$ cat src/rtl/hazard_ctrl.sv
// hazard_ctrl: pipeline sequencing controller for the 5-stage 64-bit core.
//
// Resolves three pipeline hazards:
//   - Load-use: one-cycle stall of PC and IF/ID, plus a bubble into ID/EX.
//   - Taken branch/jump resolved in MEM: flush IF/ID, ID/EX and EX/MEM.
//   - Data-memory wait: full freeze, with a watchdog that latches a sticky
//     error after TIMEOUT consecutive busy cycles.
// Also keeps two saturating performance counters (stall cycles, branch flushes).
//
// Parameters:
//   TIMEOUT  consecutive dmem_busy cycles that trigger the watchdog (>=1)
//   CNT_W    performance counter width
// Ports:
//   clk, reset                    clock, synchronous active-high reset
//   idex_mem_read, idex_rd        load flag / destination reg of EX instruction
//   ifid_rs1, ifid_rs2            source regs of ID instruction
//   branch_taken                  branch in MEM resolved taken
//   dmem_busy                     data memory cannot complete this cycle
//   pc_write, *_write, *_flush    stage register enables / clears (combinational)
//   mem_timeout                   sticky watchdog error flag
//   stall_count, flush_count      saturating performance counters
module hazard_ctrl #(
   parameter int unsigned TIMEOUT = 16,
   parameter int unsigned CNT_W   = 32
) (
   input  logic             clk,
   input  logic             reset,
   input  logic             idex_mem_read,
   input  logic [4:0]       idex_rd,
   input  logic [4:0]       ifid_rs1,
   input  logic [4:0]       ifid_rs2,
   input  logic             branch_taken,
   input  logic             dmem_busy,
   output logic             pc_write,
   output logic             ifid_write,
   output logic             ifid_flush,
   output logic             idex_write,
   output logic             idex_flush,
   output logic             exmem_write,
   output logic             exmem_flush,
   output logic             mem_timeout,
   output logic [CNT_W-1:0] stall_count,
   output logic [CNT_W-1:0] flush_count
);

   localparam int unsigned WW = (TIMEOUT < 2) ? 1 : $clog2(TIMEOUT + 1);
   localparam logic [WW-1:0] WAIT_LAST = WW'(TIMEOUT - 1);

   typedef enum logic [1:0] {
      ST_RUN,
      ST_MEM_WAIT,
      ST_ERROR
   } state_t;

   state_t        state, state_nxt;
   logic [WW-1:0] wait_cnt, wait_nxt;
   logic [WW-1:0] busy_seen;
   logic          load_use;
   logic          stall_inc, flush_inc, timeout_set;

   assign load_use = idex_mem_read && (idex_rd != 5'd0) &&
                     ((idex_rd == ifid_rs1) || (idex_rd == ifid_rs2));

   // Busy cycles already elapsed before this one; a fresh wait starts at zero.
   assign busy_seen = (state == ST_MEM_WAIT) ? wait_cnt : '0;

   always_comb begin
      pc_write    = 1'b1;
      ifid_write  = 1'b1;
      ifid_flush  = 1'b0;
      idex_write  = 1'b1;
      idex_flush  = 1'b0;
      exmem_write = 1'b1;
      exmem_flush = 1'b0;
      state_nxt   = state;
      wait_nxt    = wait_cnt;
      stall_inc   = 1'b0;
      flush_inc   = 1'b0;
      timeout_set = 1'b0;

      case (state)
         ST_RUN, ST_MEM_WAIT: begin
            if (dmem_busy) begin
               pc_write    = 1'b0;
               ifid_write  = 1'b0;
               idex_write  = 1'b0;
               exmem_write = 1'b0;
               stall_inc   = 1'b1;
               // This is the (busy_seen+1)-th consecutive busy cycle.
               if (busy_seen == WAIT_LAST) begin
                  state_nxt   = ST_ERROR;
                  wait_nxt    = '0;
                  timeout_set = 1'b1;
               end else begin
                  state_nxt = ST_MEM_WAIT;
                  wait_nxt  = busy_seen + 1'b1;
               end
            end else begin
               state_nxt = ST_RUN;
               wait_nxt  = '0;
               if (branch_taken) begin
                  ifid_flush  = 1'b1;
                  idex_flush  = 1'b1;
                  exmem_flush = 1'b1;
                  flush_inc   = 1'b1;
               end else if (load_use) begin
                  pc_write   = 1'b0;
                  ifid_write = 1'b0;
                  idex_flush = 1'b1;
                  stall_inc  = 1'b1;
               end
            end
         end
         default: begin
            pc_write    = 1'b0;
            ifid_write  = 1'b0;
            idex_write  = 1'b0;
            exmem_write = 1'b0;
            state_nxt   = ST_ERROR;
         end
      endcase

      // Hold every stage register while reset is asserted.
      if (reset) begin
         pc_write    = 1'b0;
         ifid_write  = 1'b0;
         ifid_flush  = 1'b0;
         idex_write  = 1'b0;
         idex_flush  = 1'b0;
         exmem_write = 1'b0;
         exmem_flush = 1'b0;
      end
   end

   always_ff @(posedge clk) begin
      if (reset) begin
         state       <= ST_RUN;
         wait_cnt    <= '0;
         mem_timeout <= 1'b0;
         stall_count <= '0;
         flush_count <= '0;
      end else begin
         state    <= state_nxt;
         wait_cnt <= wait_nxt;
         if (timeout_set)
            mem_timeout <= 1'b1;
         if (stall_inc && (stall_count != '1))
            stall_count <= stall_count + 1'b1;
         if (flush_inc && (flush_count != '1))
            flush_count <= flush_count + 1'b1;
      end
   end

endmodule

$ cat config.mk
export PLATFORM = sky130hd
export DESIGN_NAME = hazard_ctrl
export DESIGN_NICKNAME = d
export VERILOG_FILES = /design/src/rtl/hazard_ctrl.sv
export SDC_FILE = /design/constraint.sdc
export NUM_CORES = 1
export LEC_CHECK = 0
export ABC_AREA = 1
export CAP_MARGIN = 10
export CORE_MARGIN = 3
export CORE_UTILIZATION = 45
export DETAILED_ROUTE_END_ITERATION = 8
export MAX_ROUTING_LAYER = met4
export PLACE_DENSITY = 0.79
export SLEW_MARGIN = 20
export SYNTH_ARGS = -nofsm -noshare
export SYNTH_HDL_FRONTEND = slang
export SYNTH_SLANG_ARGS = --single-unit
$ cat constraint.sdc
create_clock -name clk -period 1.65 [get_ports clk]
set_clock_uncertainty 0.15 [all_clocks]
set_input_delay 0.165 -clock clk [delete_from_list [all_inputs] [get_ports clk]]
set_output_delay 0.165 -clock clk [all_outputs]
set_load 0.02 [all_outputs]
==> metrics.txt <==
drt pass-1 iters 6; Power Dens Cells 470 mW/mm²; status complete, but fails checks; Via density 5.95; fmax 0.491 GHz; share of cells above drive strength 1 0.521; Layout Nets 1014; Seq/Total Area, Yosys 0.304; mean post-synth cell area 6.51 µm²; worst-skew pair later-pin latency 0.38 ns; DR vias 6723; PnR worst setup slack -0.388 ns; synthesized flop and latch total 72; Worst-path clk slew 0.09 ns; Routed WL 22.5 mm; Synth Instances 728; fin crit share 1.24; Slew @ Worst Pin 0.553 ns; CP startpoint flush_count[12]; # H-tree levels 3; HP Class primary input to flop; drt drc 0; Slew HR 0.631; post-DP HPWL 11.6 mm; post-route cell area 0.00849 mm²; initial cell density of the core 0.474; worst-path cell chain nand2_1 -> nor2_2 -> nand2_2 -> nor2_4 -> nand2_2 -> nand3_4 -> inv_8 -> buf_12 -> nand3_2 -> nand2_1 -> a21oi_2; crit path max fanout 8; post-route ant nets 0; vias in the first global route 6335; startpoint types flop; Synth Cell Area 0.00474 mm²; first-pass GRT wire length 29.5 mm; CTS tree done; count of final setup violators 65; DRT iter0 DRCs 718; Fin. Hold Viols 0; pre-CTS WS -0.647 ns; antenna violations before repair 0; distinct cell type count after synthesis 40; core area 0.0100 mm²; CTS buffer count 9; wire length per cell 19.9 µm; Post-synth EDFFs 0; slowest CP cell dfxtp_4; Syn Nets 751; Crit path arrival time 2.18 ns; dominant synthesized flop cell dfxtp_1; Hold Buf Count CTS 0; total grt overflow 0; Rows 36; Cell Area, Placed 0.00704 mm²; P_leak 4.16 nW; Ports 92; asr flop ratio synth 0; failing checks negative setup slack; Slew Viols, Final 0; Final Critical Period 2.04 ns; PortBufs 91; unrepaired setup endpoints after global routing yes; crit path kind flop to flop; clock sinks 72; DIE AREA 0.0118 mm²; Clock Path Buffers 2; maximum vdd drop 0.000386 V; Placer Congestion 0.937; synthesis warning total 0; maximum number of pins on one net before global-route repair 40; WP data required 1.79 ns; worst r2r src flush_count[12]; Vert. Die Dim 109 µm; worst slack on hold paths 0.257 ns; Max Cap Viol 0; clock root cell clkbuf_8; GRT Overall Usage 0.324; CP max stage delay 0.40 ns; Critical Path End Type flop; Hold Path Origin reset; area grow syn2layout 79.1%; Design Power 3.99 mW; Die X 109 µm; Antenna diodes 0
## cells in the final DEF, fill, tap and decap left out, types with 5 or more instances in the layout
cell           netlist  final
inv_1               82     65
nor3_2               4     12
nand3_4              2      9
a21oi_2             20     39
buf_4                3    156
clkbuf_8             0     10
o21ai_0              9      5
dlygate4sd2_1        0     71
nand3_1             65     38
a21oi_1             42     23
nor3_4               1     11
nand2_1            185    141
xor2_1              15     14
nand2_2             23     40
dfxtp_1             72     21
nor2_1             102     66
nand2_4              3     29
nor2_2               6     25
dfxtp_2              0     37
nand4_1             10     10
buf_6                3     20
nor2_4               4     21
nand3_2              8     29
dfxtp_4              0     14
inv_2                3     17
buf_12               1      8
## cell usage after synthesis, types with 4 or more instances
cell	n	share of area
buf_2	11	0.012
nor2_4	4	0.0095
xor2_1	15	0.028
nand3_2	8	0.017
o21ai_0	9	0.0095
nand3_1	65	0.069
a21oi_1	42	0.044
nor2_2	6	0.0079
inv_1	82	0.065
dfxtp_1	72	0.30
nor3b_1	4	0.0063
nor2_1	102	0.081
nand2_1	185	0.15
a21oi_2	20	0.037
xnor2_1	9	0.017
clkbuf_1	4	0.0032
nor3_2	4	0.0084
nand2_2	23	0.030
nor3_1	21	0.022
nand4_1	10	0.013
## cell type report
type                    instances  area (µm²)
multi-input cells             549        3840
repair buffers                274        2390
flip-flops and latches         72        1540
fillers                       523        1510
inverters                      85         334
well taps                     133         166
clock buffers                  11         141
clock inverters                 5        78.8
## registers in the layout, indices dropped and copies added, names as in the netlist
name,count
state,2
mem_timeout,1
flush_count,32
stall_count,32
wait_cnt,5
## path summary, 6_finish.rpt
check        slack (ns)  cells past startpoint        endpoint
max reg2reg       -0.39                     11  flush_count[8]
max               -0.39                     11  flush_count[8]
min                0.26                      3  flush_count[6]
min reg2reg        0.33                      2     mem_timeout
## worst max-delay path: cells and delay by family (launching register included)
| kind | cells | cell delay [ns] |
|---|---|---|
| AOI/OAI and AO/OA | 1 | 0.19 |
| buffers and inverters | 2 | 0.24 |
| DFF | 1 | 0.40 |
| and+or+nand+nor | 8 | 0.98 |
## layer usage
layer	track usage	vias to the layer above	wire, µm
li1	-	2861	-
met3	0.0545	189	2030
met1	0.334	3135	7560
met5	-	-	0
met4	0.195	0	1530
met2	0.576	538	11300
## where the power goes
part | switching (mW) | internal, mW
combinational | 0.304 | 0.234
clock | 0.806 | 0.893
sequential | 0.0191 | 1.73
total | 1.13 | 2.86
## cell families after synthesis
logic type,Yosys count,share of synthesized area
and+or+nand+nor,445,0.444
buffers and inverters,109,0.102
AOI/OAI and AO/OA,75,0.0974
DFF,72,0.304
xor gates and xnor gates,24,0.0443
adders and majority gates,3,0.00792
## through the flow
stage / utilization / TNS (ns) / instances
6_report: 0.849 / -16.42 / 1129
5_1_grt: 0.849 / -20.72 / 1129
4_1_cts: 0.792 / -7.27 / 1114
3_5_place_dp: 0.704 / -25.60 / 1080
3_3_place_gp: 0.704 / -22.72 / 1080
2_1_floorplan: - / -2.29 / 728
## timing repair
action | CTS | global route
endpoints found under the hold margin | 0 | 0
endpoints found under the setup margin | 142 | 80
pin swaps | 67 | 81
setup buffers | 13 | 16
gates cloned | 5 | 0
gates resized for setup | 268 | 133
No activity file was read; power rests on OpenSTA's default activity.
